File: config.mk
export PLATFORM = sky130hd
export DESIGN_NAME = reg_exe_mem_skid
export DESIGN_NICKNAME = d
export VERILOG_FILES = /design/src/rtl/reg_exe_mem_skid.sv
export SDC_FILE = /design/constraint.sdc
export NUM_CORES = 1
export LEC_CHECK = 0
export CAP_MARGIN = 20
export CORE_MARGIN = 1.5
export CORE_UTILIZATION = 31
export CTS_CLUSTER_DIAMETER = 100
export DETAILED_ROUTE_END_ITERATION = 10
export GPL_ROUTABILITY_DRIVEN = 1
export SLEW_MARGIN = 20
export SYNTH_ARGS = -nofsm -noshare
export SYNTH_HDL_FRONTEND = slang
export SYNTH_SLANG_ARGS = --single-unit
File: constraint.sdc
create_clock -name clk -period 1.5 [get_ports clk]
set_input_delay 0.3 -clock clk [delete_from_list [all_inputs] [get_ports clk]]
set_output_delay 0.3 -clock clk [all_outputs]
set_load 0.02 [all_outputs]
File: src/rtl/reg_exe_mem_skid.sv
// reg_exe_mem_skid: EXE/MEM pipeline register with one skid entry, flush and forwarding tap
// Ports:
//   clk, rst (sync, active-low)
//   in_valid/in_ready + *_in     : EXE-side handshake and payload
//   out_valid/out_ready + *_out  : MEM-side handshake and registered payload
//   flush                        : kills every held instruction
//   fwd_en/fwd_addr/fwd_data     : forwarding tap from the main entry
//   occupancy                    : held entries, 0..2
module reg_exe_mem_skid #(
  parameter int DATA_W = 32,
  parameter int ADDR_W = 5
) (
  input  logic              clk,
  input  logic              rst,
  input  logic              in_valid,
  output logic              in_ready,
  input  logic              memwrite_in,
  input  logic              regwrite_in,
  input  logic              wb_sel_in,
  input  logic              zero_in,
  input  logic [DATA_W-1:0] alu_out_in,
  input  logic [DATA_W-1:0] store_data_in,
  input  logic [ADDR_W-1:0] wr_addr_in,
  output logic              out_valid,
  input  logic              out_ready,
  output logic              memwrite_out,
  output logic              regwrite_out,
  output logic              wb_sel_out,
  output logic              zero_out,
  output logic [DATA_W-1:0] alu_out_out,
  output logic [DATA_W-1:0] store_data_out,
  output logic [ADDR_W-1:0] wr_addr_out,
  input  logic              flush,
  output logic              fwd_en,
  output logic [ADDR_W-1:0] fwd_addr,
  output logic [DATA_W-1:0] fwd_data,
  output logic [1:0]        occupancy
);
  typedef enum logic [1:0] {EMPTY, FULL, SKID} state_e;
  typedef struct packed {
    logic              memwrite;
    logic              regwrite;
    logic              wb_sel;
    logic              zero;
    logic [DATA_W-1:0] alu;
    logic [DATA_W-1:0] store;
    logic [ADDR_W-1:0] addr;
  } entry_t;
  state_e state_q, state_d;
  entry_t main_q, main_d, skid_q, skid_d, in_pl;
  logic   in_fire, out_fire;
  assign in_pl = {memwrite_in, regwrite_in, wb_sel_in, zero_in, alu_out_in, store_data_in, wr_addr_in};
  // handshake flags decode the state flops only, so out_ready never reaches in_ready
  assign in_ready  = state_q != SKID;
  assign out_valid = state_q != EMPTY;
  assign occupancy = state_q == SKID ? 2'd2 : state_q == FULL ? 2'd1 : 2'd0;
  assign in_fire   = in_valid & in_ready;
  assign out_fire  = out_valid & out_ready;
  assign memwrite_out   = main_q.memwrite;
  assign regwrite_out   = main_q.regwrite;
  assign wb_sel_out     = main_q.wb_sel;
  assign zero_out       = main_q.zero;
  assign alu_out_out    = main_q.alu;
  assign store_data_out = main_q.store;
  assign wr_addr_out    = main_q.addr;
  assign fwd_en   = out_valid & main_q.regwrite & (main_q.addr != '0);
  assign fwd_addr = main_q.addr;
  assign fwd_data = main_q.alu;
  always_comb begin
    state_d = state_q;
    main_d  = main_q;
    skid_d  = skid_q;
    if (!flush) begin
      case (state_q)
        EMPTY: if (in_fire) begin
          main_d  = in_pl;
          state_d = FULL;
        end
        FULL: begin
          if (in_fire && out_fire) main_d = in_pl;
          else if (in_fire) begin
            skid_d  = in_pl;
            state_d = SKID;
          end else if (out_fire) state_d = EMPTY;
        end
        SKID: if (out_fire) begin
          main_d  = skid_q;
          state_d = FULL;
        end
        default: state_d = EMPTY;
      endcase
    end else state_d = EMPTY;
    // control bits must read 0 whenever nothing is valid; data fields keep their last value
    if (state_d == EMPTY) begin
      main_d.memwrite = 1'b0;
      main_d.regwrite = 1'b0;
    end
  end
  always_ff @(posedge clk) begin
    if (!rst) begin
      state_q <= EMPTY;
      main_q  <= '0;
      skid_q  <= '0;
    end else begin
      state_q <= state_d;
      main_q  <= main_d;
      skid_q  <= skid_d;
    end
  end
endmodule

==> run metrics, run 1 <==
status finished with violations; failing checks setup timing; Cells after Synth 734; Final Non-Filler Cells 1238; wl on met1 11790 um; Die Y-Extent around 160 um; Slew headroom 66.97%; TritonCTS Sinks 148; critical path class flop to output pin; GRT overflow 0; Core ar. approximately 23000 um^2; Primary FF master, synth dfxtp_1; Synth Cell Area 7422 um^2; min cycle time layout between 1500 and 2000 ps; pins over their slew limit 0; met3 WL 1446 um; drt total wl ~26000 um; full die area 24880 um^2; antenna violations before repair 2; Final setup viols 151; slack of the critical path -478.0 ps; DRC 0; CTS H-tree depth 4; First-pass DRT Iterations 5; Final ANT Viol Nets 0; Yosys top cell area share between 30% and 40%; Syn-to-layout area delta 58.77%; Synth area leaders dfxtp_1 40%, a211oi_2 20%, mux2i_1 9.8%; HPWL Detailed around 14000 um; fmax between 500 and 600 MHz; largest net degree at the start of global routing 51; CP Launch Type flop; YS warnings 0; Placer Congestion between 0.7 and 0.8; TritonCTS clock tree done; syn_nets 812; Async SR Flop Fraction 0%; # rows 56; Critical Path AT between 1500 and 2000 ps; sequential element share of the synthesized area 39.92%; Placed Cells incl. Taps ~1.2k; Commonest cells post-synth 148 x dfxtp_1, 120 x a211oi_2, 74 x a21oi_1; CTS Buf Count 17; clk_lat worst skew 430 ps; PortBufs about 190; final worst-path cycle share 131.9%; CP required roughly 1200 ps; count leader, synth dfxtp_1; Top-Level Pins about 190; Vias per Instance ~5.3; GRT Total Usage about a fifth; worst IR drop on VDD 0.0007171 V; vias in the first global route roughly 6.0k; worst-path maximum fanout 2; Worst Tran Pin Value just under 500 ps; #FFs+latches synth approximately 150; hold_buf cts 0; Top Layer Used met5; Initial Utilization approximately a third; clk slew on worst S/H paths around 70 ps; worst hold path type primary input to flop; WL met2 approximately 12000 um; drt wl/cell roughly 21 um; max_cap viols 0; clk buf depth 2; Setup TNS Final -13950 ps; die width between 150 and 200 um; post-synthesis cell type count 28; Final Hold Viols 0; layout cell share with drive strength beyond 1 approximately 44%; Crit. End Element output pin; Setup Skew 19.48 ps; routed vias between 6k and 7k; Avg Cell Area, Syn 10.11 um^2; Post-synth EDFFs 0; power per cell area 957.5 nW/um^2; first-pass GRT wire length around 36000 um; unrepaired setup endpoints after global routing yes; Nets 984; Leak Pwr 4.522 nW; antenna cells 0; initial DRC count around 310; Yosys top cell by area dfxtp_1; CTS root buffer clkbuf_16
==> repair_timing <==
| action | CTS | global route |
|---|---|---|
| setup endpoints to repair | 194 | 172 |
| pin swaps | 10 | 80 |
| gates cloned | 12 | 14 |
| gates resized for setup | 196 | 218 |
| buffers inserted | 8 | 2 |
==> area by class of cell <==
| type | instances | area, um^2 |
|---|---|---|
| Multi-Input combinational cell | 459 | 4598 |
| Sequential cell | 148 | 2970 |
| Inverter | 3 | 18.77 |
| Fill cell | 2112 | 11690 |
| Tap cell | 319 | 399.1 |
| Clock buffer | 21 | 450.4 |
| Clock inverter | 11 | 151.4 |
| Timing Repair Buffer | 277 | 3196 |
==> cells by family after synthesis <==
| family | after synthesis | synth area share (%) |
|---|---|---|
| DFF | 148 | 39.92 |
| and+or+nand+nor | 87 | 6.271 |
| muxes | 74 | 10.05 |
| AOI/OAI and AO/OA | 297 | 33.26 |
| buffers and inverters | 128 | 10.50 |
==> flip-flops by register name, indices dropped and copies added, names as in the netlist <==
name / flops
zero_out: 1
memwrite_out: 1
alu_out_out: 32
state_q: 2
wb_sel_out: 1
regwrite_out: 1
fwd_addr: 5
skid_q: 73
store_data_out: 32
==> cells in the final DEF, fill, tap and decap left out, types with 2 or more instances in the layout <==
| cell | n |
|---|---|
| a21oi_2 | 45 |
| clkinvlp_4 | 4 |
| clkdlybuf4s15_2 | 3 |
| clkbuf_1 | 3 |
| o21ai_1 | 3 |
| dfxtp_2 | 3 |
| nor2b_1 | 3 |
| a21oi_1 | 29 |
| mux2i_1 | 73 |
| clkbuf_16 | 27 |
| buf_2 | 3 |
| buf_12 | 30 |
| o21ai_0 | 70 |
| a211oi_4 | 17 |
| dlygate4sd2_1 | 61 |
| clkdlybuf4s15_1 | 30 |
| buf_6 | 16 |
| nand3_1 | 15 |
| nand3_4 | 16 |
| nand3_2 | 42 |
| dfxtp_1 | 144 |
| buf_8 | 5 |
| clkdlybuf4s50_1 | 75 |
| bufinv_16 | 3 |
| clkbuf_2 | 14 |
| buf_16 | 8 |
| a21o_4 | 2 |
| inv_6 | 3 |
| nor2_1 | 2 |
| a211oi_2 | 129 |
| buf_4 | 22 |
==> stage by stage <==
step	setup WS [ps]	hold slack [ps]	utilization (%)	power (mW)	cell area [um^2]
after floorplan	8.579	382.1	-	5.630	7427
after global placement	-493.6	458.6	41.42	6.584	9723
after detailed placement	-493.2	466.3	41.42	6.596	9723
after CTS	-534.9	316.8	46.09	11.13	10820
after global routing	-505.5	347.0	50.20	11.67	11780
final	-478.0	335.5	50.20	11.28	11780
==> report_power, final <==
part	switching [mW]	internal [mW]	total [mW]
combinational	1.37	1.17	2.55
sequential	0.166	4.12	4.28
clock	1.78	2.67	4.45
total	3.32	7.96	11.3
==> critical path: stages, from the launching register on <==
cell and delay (ps):
dfxtp_2 320, or4_4 550, o211a_4 260, buf_6 130
==> layer usage <==
| metal | vias to the layer above | track usage [%] |
|---|---|---|
| li1 | 3070 | - |
| met1 | 3275 | 25.93 |
| met2 | 218 | 29.95 |
| met3 | 27 | 4.298 |
| met4 | 4 | 5.571 |
| met5 | - | 0 |
==> final timing paths <==
| check | startpoint | endpoint | slack [ps] | depth (start not counted) |
|---|---|---|---|---|
| setup / recovery | fwd_addr[2]$_SDFFE_PN0P_ | fwd_en | -480 | 3 |
| hold reg to reg | skid_q[34]$_SDFFE_PN0P_ | skid_q[34]$_SDFFE_PN0P_ | 470 | 2 |
| hold / removal | out_ready | state_q[1]$_SDFF_PN0_ | 340 | 2 |
| setup reg to reg | state_q[1]$_SDFF_PN0_ | store_data_out[15]$_SDFFE_PN0P_ | -180 | 6 |
Note: power is estimated with default switching activity, not from simulation.
==> inputs of run 2 (changes only) <==
- clock period: 1.5 -> 1.8 ns (I/O delays scaled with it)
==> run 2 against run 1 <==
- the flow still finishes with violations (setup timing)
- sequential power is 17% lower
- register-to-register slack improved by 330 ps
- count of clock-buffer cells in the layout increased by 4
- global-route usage decreased by 0.88 points
- total power decreased by 18%
- sequential share of layout area is 3.1 points higher
- combinational power is 29% lower
- critical path depth did not move
- design area is 11% lower
- highest routed layer is now met4
==> run metrics, run 2 (synthesis gave the netlist of run 1 again) <==
R2R Setup Slk 150 ps (was -180 ps); Worst Tran Pin Value 521.4 ps (was 495.4 ps); Setup Skew 8.867 ps (was 19.48 ps); TritonCTS Sinks 148 (unchanged); Place WS -232.7 ps (was -493.2 ps); Nets 956 (was 984); worst reg2reg path startpoint state_q[1]$_SDFF_PN0_ (unchanged); largest net degree at the start of global routing 55 (was 51); CP required 1440 ps (was 1200 ps); first-pass GRT wire length 34920 um (was 36340 um); failing checks setup timing (unchanged); Top-Level Pins 193 (unchanged); reg2reg end store_data_out[25]$_SDFFE_PN0P_ (was store_data_out[15]$_SDFFE_PN0P_); worst-path maximum fanout 2 (unchanged); critical path class flop to output pin (unchanged); First-pass DRT Iterations 4 (was 5); Int Pwr 6.775 mW (was 7.962 mW); die width 157.7 um (unchanged); most common cell after layout, fill and taps aside dfxtp_1 (unchanged); Initial Utilization 31.62% (unchanged); most flop-heavy register skid_q (unchanged); GRT overflow 0 (unchanged); Core ar. 23470 um^2 (unchanged); Design Power 9.274 mW (was 11.28 mW); worst IR drop on VDD 0.0006208 V (was 0.0007171 V); switching part of the total 26.95% (was 29.43%); Syn-to-layout area delta 41.27% (was 58.77%); Vias per Instance 5.139 (was 5.326); Reg2Reg Depth 5 (was 6); status finished with violations (unchanged); NetSw 2.499 mW (was 3.321 mW); Final Hold Viols 0 (unchanged); PortBufs 192 (unchanged); HPWL Detailed 14320 um (was 14250 um); Reg power frac 38.2% (was 38.0%); logic gate share of total power 19.4% (was 22.6%); Leak Pwr 4.776 nW (was 4.522 nW); Final ANT Viol Nets 0 (unchanged); layout cell share with drive strength beyond 1 25.48% (was 44.29%); Fillers 2195 (was 2112); CP Launch Type flop (unchanged); Final setup viols 1 (was 151); CP endpoint fwd_en (unchanged); drt wl/cell 18.37 um (was 20.98 um); max_cap viols 0 (unchanged); final worst-path cycle share 113.2%; slack of the critical path -238.3 ps (was -478.0 ps); initial DRC count 394 (was 313); Slew headroom 65.24% (was 66.97%); clk_lat worst skew 420 ps (was 430 ps); CP Launch Point fwd_addr[3]$_SDFFE_PN0P_ (was fwd_addr[2]$_SDFFE_PN0P_); Die Y-Extent 157.7 um (unchanged); commonest non-fill, non-tap cells in the layout 147 x dfxtp_1, 120 x a211oi_2, 94 x clkdlybuf4s50_1 (was 144 x dfxtp_1, 129 x a211oi_2, 75 x clkdlybuf4s50_1); antenna violations before repair 1 (was 2); min-delay src skid_q[57]$_SDFFE_PN0P_ (was out_ready); power per cell area 884.5 nW/um^2 (was 957.5 nW/um^2); CTS root buffer clkbuf_16 (unchanged); fmax about 490 MHz; clock power share 42.4% (was 39.5%); Critical Path AT 1680 ps (about the same); DRC 0 (unchanged); clk buf depth 2 (unchanged); GRT Total Usage 18.16% (was 19.04%); CTS Buf Count 17 (unchanged); Crit. End Element output pin (unchanged); vias in the first global route 6052 (was 6037); max FFs per register 73 (unchanged); Placer Congestion 0.7817 (was 0.7240); TritonCTS clock tree done (unchanged); CTS H-tree depth 4 (unchanged); drt total wl 22260 um (was 25980 um); unrepaired setup endpoints after global routing yes (unchanged); min cycle time layout 2038 ps; # rows 56 (unchanged); clk slew on worst S/H paths 60 ps (was 70 ps); full die area 24880 um^2 (unchanged); pins over their slew limit 0 (unchanged); worst hold path type flop to flop (was primary input to flop); routed vias 6229 (was 6594)
run 2: changes by cell type in the layout (fill, tap and decap cells not counted), moves of 26 or more:
cell             delta
clkdlybuf4s15_1    -30
nand3_2            -42
dlymetal6s2s_1     +46
nand3_1            +58
a211oi_1           +26
a21oi_2            -45
a21oi_1            +45
run 2: layout make-up:
cell class | count | area, um^2 | area share, %
clock inverters | 7 | 142.6 | 1.360
flip-flops and latches | 148 | 2964 | 28.27
inverters | 3 | 18.77 | 0.1790
repair buffers | 250 | 2706 | 25.81
diodes | 2 | 5.005 | 0.04773
clock buffers | 25 | 505.5 | 4.821
multi-input cells | 458 | 3744 | 35.70
well taps | 319 | 399.1 | 3.807
run 2: stage by stage:
stage / hold slack, ps / cells / area [um^2] / util, % / TNS, ps
after floorplan: 442.1 / 734 / 7422 / - / 0
after global placement: 458.7 / 1178 / 9771 / 41.63 / -15950
after detailed placement: 465.5 / 1178 / 9771 / 41.63 / -17760
after CTS: 473.7 / 1210 / 10380 / 44.21 / -277.5
after global routing: 489.5 / 1211 / 10480 / 44.66 / -294.1
final: 473.2 / 1212 / 10490 / 44.67 / -238.3
run 2: worst min-delay path by stage:
stage | to | slack (ps) | cells after the start
after floorplan | state_q[1]$_SDFF_PN0_ | 440 | 1
after global placement | skid_q[3]$_SDFFE_PN0P_ | 460 | 2
after detailed placement | skid_q[55]$_SDFFE_PN0P_ | 470 | 2
after CTS | skid_q[55]$_SDFFE_PN0P_ | 470 | 2
after global routing | skid_q[10]$_SDFFE_PN0P_ | 490 | 2
final | skid_q[57]$_SDFFE_PN0P_ | 470 | 2
run 2: power by group through the flow:
stage                     sequential (mW)  clock (mW)  combinational (mW)
final                                3.54        3.93                1.80
after global routing                 3.56        4.17                1.92
after CTS                            3.55        4.02                1.83
after detailed placement             3.62           0                1.88
after global placement               3.62           0                1.87
after floorplan                      3.78           0               0.916
run 2: worst max-delay path, cell delays in order, from the launching register on:
cell and delay (ps):
dfxtp_1 310, or4_4 540, o211a_4 270, buf_6 130
run 2: per-layer routing:
metal	vias up	wire length [um]	track usage, %
met4	0	158	5.526
met2	177	10380	28.24
met1	3036	10130	23.83
met5	-	0	0
li1	3000	-	-
met3	16	1584	5.858
run 2: what timing repair did:
action | CTS | global route
pin swaps | 1 | 2
hold buffers | 0 | 0
endpoints found under the setup margin | 53 | 53
gates resized for setup | 65 | 51
setup buffers | 0 | 0
